[config.mk]
export PLATFORM = sky130hd
export DESIGN_NAME = cd2_div
export DESIGN_NICKNAME = d
export VERILOG_FILES = /design/src/rtl/cd_div_pkg.sv /design/src/rtl/cd_trial_sub.sv /design/src/rtl/cd2_div.sv
export SDC_FILE = /design/constraint.sdc
export NUM_CORES = 1
export LEC_CHECK = 0
export CAP_MARGIN = 20
export CORE_MARGIN = 2
export CORE_UTILIZATION = 48
export DETAILED_ROUTE_END_ITERATION = 8
export MAX_ROUTING_LAYER = met4
export PLACE_DENSITY = 0.87
export SLEW_MARGIN = 20
export SYNTH_ARGS = -nofsm -noshare
export SYNTH_HDL_FRONTEND = slang
export SYNTH_HIERARCHICAL = 1
export SYNTH_SLANG_ARGS = --single-unit
[constraint.sdc]
create_clock -name clk -period 2.25 [get_ports clk]
set_input_delay 0.45 -clock clk [delete_from_list [all_inputs] [get_ports clk]]
set_output_delay 0.45 -clock clk [all_outputs]
set_load 0.02 [all_outputs]
[src/rtl/cd_div_pkg.sv]
// Shared types and constants for the cd2_div restoring divider.
// The CD_BORROW_DISREGARD_EN build macro selects the trial-subtraction variant in cd_trial_sub.
package cd_div_pkg;

  localparam int unsigned DVD_W = 12;
  localparam int unsigned DVS_W = 4;
  localparam int unsigned Q_W   = 8;
  localparam int unsigned ITER  = 8;
  localparam int unsigned CNT_W = 3;

  localparam logic [Q_W-1:0]   Q_OVF = 8'hFF;
  localparam logic [DVS_W-1:0] R_OVF = 4'hF;

  typedef enum logic [1:0] {StIdle, StCalc, StDone} state_e;

  // The quotient fits in Q_W bits only if the top nibble is below the divisor.
  function automatic logic is_ovf(input logic [DVD_W-1:0] dvd, input logic [DVS_W-1:0] dvs);
    return dvd[DVD_W-1:Q_W] >= dvs;
  endfunction

endpackage

[src/rtl/cd_trial_sub.sv]
// One trial subtraction of the restoring divider: diff = minuend - subtrahend, ge = no borrow.
// With CD_BORROW_DISREGARD_EN defined, the borrow out of bit 1 is dropped (approximate mode).
module cd_trial_sub
  import cd_div_pkg::*;
(
  input  logic [DVS_W:0]   minuend,
  input  logic [DVS_W-1:0] subtrahend,
  output logic [DVS_W:0]   diff,
  output logic             ge
);

`ifdef CD_BORROW_DISREGARD_EN
  logic [3:0] hi;

  always_comb begin
    hi   = {1'b0, minuend[4:2]} - {2'b00, subtrahend[3:2]};
    diff = {hi[2:0], minuend[1:0] ^ subtrahend[1:0]};
    ge   = ~hi[3];
  end
`else
  logic [DVS_W+1:0] full;

  always_comb begin
    full = {1'b0, minuend} - {2'b00, subtrahend};
    diff = full[DVS_W:0];
    ge   = ~full[DVS_W+1];
  end
`endif

endmodule

[src/rtl/cd2_div.sv]
// 12/4-bit unsigned restoring divider, one quotient bit per cycle, valid/ready on both sides.
// Trial-subtraction variant selected by CD_BORROW_DISREGARD_EN (see cd_trial_sub).
module cd2_div
  import cd_div_pkg::*;
(
  input  logic             clk,
  input  logic             rst,
  input  logic             in_valid,
  output logic             in_ready,
  input  logic [DVD_W-1:0] dividend,
  input  logic [DVS_W-1:0] divisor,
  output logic             out_valid,
  input  logic             out_ready,
  output logic [Q_W-1:0]   quotient,
  output logic [DVS_W-1:0] remainder,
  output logic             ovf
);

  state_e             state_q, state_d;
  logic [CNT_W-1:0]   cnt_q;
  logic [DVS_W-1:0]   rem_q;
  logic [DVS_W-1:0]   dvs_q;
  logic [Q_W-1:0]     dq_q;
  logic               ovf_q;

  logic [DVS_W:0]     trial;
  logic [DVS_W:0]     diff;
  logic               ge;
  logic               unused_diff;

  assign trial       = {rem_q, dq_q[Q_W-1]};
  // diff[4] is always 0 whenever ge is set, so only the low nibble is kept.
  assign unused_diff = diff[DVS_W];

  cd_trial_sub u_trial_sub (
    .minuend    (trial),
    .subtrahend (dvs_q),
    .diff       (diff),
    .ge         (ge)
  );

  always_ff @(posedge clk) begin
    if (rst) begin
      state_q <= StIdle;
    end else begin
      state_q <= state_d;
    end
  end

  always_comb begin
    state_d = state_q;
    case (state_q)
      StIdle: begin
        if (in_valid) begin
          state_d = is_ovf(dividend, divisor) ? StDone : StCalc;
        end
      end
      StCalc: begin
        if (cnt_q == CNT_W'(ITER - 1)) begin
          state_d = StDone;
        end
      end
      StDone: begin
        if (out_ready) begin
          state_d = StIdle;
        end
      end
      default: state_d = StIdle;
    endcase
  end

  always_comb begin
    in_ready  = (state_q == StIdle);
    out_valid = (state_q == StDone);
  end

  // dq_q shifts remaining dividend bits out at the top and quotient bits in at the bottom.
  always_ff @(posedge clk) begin
    if (rst) begin
      cnt_q <= '0;
      rem_q <= '0;
      dvs_q <= '0;
      dq_q  <= '0;
      ovf_q <= 1'b0;
    end else begin
      case (state_q)
        StIdle: begin
          if (in_valid) begin
            cnt_q <= '0;
            dvs_q <= divisor;
            if (is_ovf(dividend, divisor)) begin
              dq_q  <= Q_OVF;
              rem_q <= R_OVF;
              ovf_q <= 1'b1;
            end else begin
              dq_q  <= dividend[Q_W-1:0];
              rem_q <= dividend[DVD_W-1:Q_W];
              ovf_q <= 1'b0;
            end
          end
        end
        StCalc: begin
          dq_q  <= {dq_q[Q_W-2:0], ge};
          rem_q <= ge ? diff[DVS_W-1:0] : trial[DVS_W-1:0];
          cnt_q <= cnt_q + 1'b1;
        end
        default: ;
      endcase
    end
  end

  assign quotient  = dq_q;
  assign remainder = rem_q;
  assign ovf       = ovf_q;

endmodule

==> impl_metrics.env, run 1 <==
export IMPL_cts_buffer_depth=2
export IMPL_num_rows=18
export IMPL_cap_violations=0
export IMPL_cts_tree="yes"
export IMPL_place_gp_congestion=0.834
export IMPL_period_needed_ps=2050
export IMPL_worst_slack_ps=201
export IMPL_fin_util_pct=67.6
export IMPL_coreArea_sq_um=2520
export IMPL_pin_count=35
export IMPL_slowest_stage="clkdlybuf4s50_1"
export IMPL_worstPathMaxFanout=10
export IMPL_slew_headroom_pct=46.4
export IMPL_track_usage_pct=20.8
export IMPL_die_x_um=56.0
export IMPL_peakVddDrop_v=0.000462
export IMPL_final_period_utilization_pct=91.1
export IMPL_rsz0062_at_grt="false"
export IMPL_path_class="reg -> out"
export IMPL_fp_dieH_um=56.0
export IMPL_regArea_sq_um=440
export IMPL_tns_ps=0
export IMPL_drt_iter0_drc=36
export IMPL_cts_resized=0
export IMPL_grt_busiest_layer="met2"
export IMPL_path_clk_slew_ps=120
export IMPL_initial_core_util_pct=51.5
export IMPL_arrival_ps=1600
export IMPL_cts_buffers=3
export IMPL_clock_latency_ps=310
export IMPL_final_setup_skew_ps=6.72
export IMPL_vias=1155
export IMPL_avgViaCountPerCell=5.72
export IMPL_max_freq_mhz=488
export IMPL_met1_usage_pct=27.4
export IMPL_cts_sink_count=22
export IMPL_dp_hpwl_mm=2.48
export IMPL_met2_usage_pct=34.3
export IMPL_grt_ovfl_total=0
export IMPL_grt_first_pass_wirelength_mm=5.06
export IMPL_worstMarginPinSlew_ps=803
export IMPL_netlist_area_sq_um=1300
export IMPL_layout_drive_gt1_share_pct=12.2
export IMPL_crit_chain="nor2b_1, clkdlybuf4s50_1"
export IMPL_grt_max_degree=17
export IMPL_dp_slack_ps=-82.0
export IMPL_ctsHoldBuffers=0
export IMPL_dr_pass1_iters=5
export IMPL_yosysWarnings=6
export IMPL_final_antenna_net_count=0
export IMPL_power_density_nw_per_um2=710
export IMPL_finalNetCount=204
export IMPL_max_stage_delay_ps=610
export IMPL_synth_net_count=168
export IMPL_finalMaxSlewViolations=0
export IMPL_drc_errors=0
export IMPL_grt_pass1_vias=1091
export IMPL_crit_required_ps=1800
export IMPL_htreeDepth=1
export IMPL_hold_violations=0
export IMPL_path_delay_family="buffers and inverters"
export IMPL_multi_input_area_sq_um=743
export IMPL_worst_path_buf_inv=1
export IMPL_syn_inst=137
export IMPL_status="completed"
export IMPL_leakagePower_nw=0.717
export IMPL_die_area_sq_um=3140
export IMPL_met3_usage_pct=2.33
export IMPL_post_cts_buffers=0
export IMPL_drt_wl_total_mm=3.16
export IMPL_syn_mean_instance_area_sq_um=9.48
export IMPL_areaGrowthSynthToFinish_pct=31.3
export IMPL_finalSetupViolCount=0
export IMPL_antenna_cells=0
export IMPL_portBuffers=34
export IMPL_cp_end_kind="primary output"
export IMPL_hold_path_class="reg -> reg"
export IMPL_start_kind="flip-flop"
export IMPL_fin_hold_ws_ps=522
export IMPL_avgRoutedWirePerCell_um=15.7
export IMPL_antenna_found_initial=0
export IMPL_fill_cells=207
export IMPL_root_buffer="clkbuf_4"
-- worst min-delay path: cells and delay by family, from the launching register on --
family,cells,cell delay (ps)
flip-flops,1,360
multiplexers,1,70
AND/OR/NAND/NOR,1,70
-- metrics by stage --
step | area, sq um | power (W) | cells
after CTS | 1700 | 0.00122 | 202
after detailed placement | 1670 | 0.00100 | 198
after global routing | 1710 | 0.00128 | 202
after floorplan | 1300 | 0.000817 | 137
after global placement | 1670 | 0.000976 | 198
final | 1710 | 0.00121 | 202
-- layer usage --
layer  vias up  share of wire [%]
li1        572                  -
met1       548                 46
met2        31                 50
met3         4                3.8
met4         0               0.79
met5         -                  0
-- final cells by class --
type | instances | share of cell area (%)
Multi-Input combinational cell | 90 | 43.6
Inverter | 16 | 3.52
Timing Repair Buffer | 40 | 22.7
Tap cell | 30 | 2.20
Sequential cell | 22 | 25.8
Clock buffer | 4 | 2.13
-- state kept, by name (all words and copies together) (netlist names) --
name / cells
ovf: 1
cnt_q: 3
state_q: 2
dvs_q: 4
remainder: 4
quotient: 8
-- worst paths after layout --
| path | start | endpoint | slack [ps] | cells after the start |
|---|---|---|---|---|
| min | dvs_q[3] | dvs_q[3] | 520 | 2 |
| max | state_q[1] | out_valid | 200 | 2 |
| min reg2reg | dvs_q[3] | dvs_q[3] | 520 | 2 |
| max reg2reg | dvs_q[2] | remainder[0] | 210 | 8 |
-- where the power goes --
| group | internal (W) | total [W] | switching (W) |
|---|---|---|---|
| logic | 0.000257 | 0.000503 | 0.000247 |
| clock network | 0.0000987 | 0.000217 | 0.000119 |
| registers | 0.000439 | 0.000491 | 0.0000518 |
| total | 0.000795 | 0.00121 | 0.000417 |
-- cells in the final DEF (no fill, tap or decap) --
master	instances
a211o_1	1
a211oi_1	9
a211oi_2	1
a211oi_4	1
a21o_1	2
a21oi_1	4
a21oi_2	1
a22oi_1	10
buf_4	6
clkbuf_4	3
clkbuf_8	1
clkdlybuf4s50_1	33
dfxtp_1	22
dlymetal6s2s_1	1
fa_1	1
ha_1	10
inv_1	16
mux2_2	4
mux2i_1	5
nand2_1	3
nand2b_1	3
nand3b_1	1
nor2_1	9
nor2b_1	2
nor3b_4	1
o211a_1	1
o21ai_0	1
o21ba_2	1
o21bai_1	1
o221a_1	1
o221ai_1	4
o22ai_1	8
or2_2	1
or3b_1	1
or3b_4	1
xnor2_1	1
xor2_1	1
(Power assumes the default switching activity.)
==> run 2, diff against run 1 <==
- CELL_PAD_IN_SITES_DETAIL_PLACEMENT: not set -> 2
- CELL_PAD_IN_SITES_GLOBAL_PLACEMENT: not set -> 2
- CORE_ASPECT_RATIO: not set -> 0.5
- CORE_UTILIZATION: 48 -> 28
- PLACE_DENSITY: 0.87 -> 0.85
==> run 2 against run 1 <==
Compared with the run above:
- non-clock buffer count unchanged
- sequential power up 0.8%
- utilization down 28 points
- largest cell class unchanged
- highest routed layer unchanged
==> impl_metrics.env, run 2 (synthesis results as in run 1) <==
export IMPL_comb_power_share_pct=37.2
export IMPL_drt_wl_total_mm=4.03
export IMPL_htreeDepth=1
export IMPL_worst_slack_ps=98.4
export IMPL_power_w=0.00139
export IMPL_sequentialPowerShare_pct=35.6
export IMPL_period_needed_ps=2150
export IMPL_cap_violations=0
export IMPL_layout_drive_gt1_share_pct=12.2
export IMPL_leakagePower_nw=0.726
export IMPL_cts_sink_count=22
export IMPL_finalNetCount=204
export IMPL_slew_headroom_pct=44.1
export IMPL_track_usage_pct=17.5
export IMPL_fin_hold_ws_ps=515
export IMPL_root_buffer="clkbuf_8"
export IMPL_avgViaCountPerCell=5.16
export IMPL_internal_power_w=0.000936
export IMPL_dr_pass1_iters=4
export IMPL_finalMaxSlewViolations=0
export IMPL_avgRoutedWirePerCell_um=17.6
export IMPL_coreArea_sq_um=4420
export IMPL_p_sw_w=0.000455
export IMPL_cp_end_kind="primary output"
export IMPL_dpl_cell_area_sq_um=1700
export IMPL_power_density_nw_per_um2=785
export IMPL_num_rows=17
export IMPL_drc_errors=0
export IMPL_swShare_pct=32.7
export IMPL_grt_ovfl_total=0
export IMPL_final_antenna_net_count=0
export IMPL_max_freq_mhz=465
export IMPL_finalSetupViolCount=0
export IMPL_path_class="reg -> out"
export IMPL_pin_count=35
export IMPL_grt_pass1_vias=1327
export IMPL_worstPathMaxFanout=9
export IMPL_p_clk_share_pct=27.2
export IMPL_place_gp_congestion=0.719
export IMPL_cts_buffer_depth=2
export IMPL_hold_path_class="reg -> reg"
export IMPL_start_kind="flip-flop"
export IMPL_rsz0062_at_grt="false"
export IMPL_grt_max_degree=17
export IMPL_cts_resized=0
export IMPL_final_setup_skew_ps=6.77
export IMPL_stdcell_area_sq_um=1770
export IMPL_peakVddDrop_v=0.000227
export IMPL_largest_reg_flops=8
export IMPL_status="completed"
export IMPL_portBuffers=34
export IMPL_drt_iter0_drc=30
export IMPL_path_clk_slew_ps=80
export IMPL_hold_violations=0
export IMPL_crit_required_ps=1800
export IMPL_die_x_um=100
export IMPL_cts_tree="yes"
export IMPL_final_period_utilization_pct=95.6
export IMPL_layout_common_cells="34 x clkdlybuf4s50_1, 22 x dfxtp_1, 16 x inv_1"
export IMPL_dp_hpwl_mm=2.92
export IMPL_initial_core_util_pct=29.4
export IMPL_die_area_sq_um=5230
export IMPL_cts_buffers=3
export IMPL_final_common_cell="clkdlybuf4s50_1"
export IMPL_arrival_ps=1700
export IMPL_clock_latency_ps=270
export IMPL_areaGrowthSynthToFinish_pct=36.4
export IMPL_vias=1182
export IMPL_layout_cells_non_filler=229
export IMPL_dp_slack_ps=-91.2
export IMPL_worstMarginPinSlew_ps=837
export IMPL_dp_cells=225
export IMPL_antenna_found_initial=0
export IMPL_antenna_cells=0
export IMPL_fp_dieH_um=52.2
export IMPL_post_cts_buffers=0
export IMPL_ctsHoldBuffers=0
export IMPL_grt_first_pass_wirelength_mm=6.71
-- run 2: power by group through the flow --
stage	sequential (W)	clock, W	combinational (W)
after floorplan	0.000524	0	0.000293
after global placement	0.000499	0	0.000493
after detailed placement	0.000504	0	0.000513
after CTS	0.000496	0.000389	0.000523
after global routing	0.000504	0.000407	0.000566
final	0.000495	0.000378	0.000517
-- run 2: metrics by stage --
step,setup TNS [ps],utilization (%)
floorplan,0,-
global placement,-117,38.4
detailed placement,-798,38.4
CTS,0,40.0
global route,0,40.0
finish,0,40.0
-- run 2: worst max-delay path: stages, from the launching register on --
cell             delay [ps]
dfxtp_1                 410
or2_2                   370
inv_1                    60
clkdlybuf4s50_1         590
-- run 2: cell type report --
cell class	instances	area, sq um
multi-input combinational	90	743
tap	57	71.3
clock buffer	3	41.3
sequential	22	440
inverter	16	60.1
fill	489	2650
clock inverter	1	30.0
timing repair buffer	40	385
-- run 2: final timing paths --
kind	slack (ps)	endpoint	start	cells past startpoint
worst max register to register	230	remainder[0]	dvs_q[2]	8
worst min-delay path	510	dvs_q[3]	dvs_q[3]	2
worst min register to register	510	dvs_q[3]	dvs_q[3]	2
worst max-delay path	100	in_ready	state_q[0]	3
-- run 2: layer usage --
metal  global-route usage, %  routed length, um  share of wire (%)
met1                    20.6               1810                 45
met2                    31.7               2090                 52
met4                    4.79                 46                1.1
met3                    2.69                 81                2.0
met5                       -                  0                  0
==> run 3, diff against run 2 <==
- SLEW_MARGIN: 20 -> 10
==> results of run 3 <==
Same layout as run 2: the final DEF is identical, and so are final timing and power.
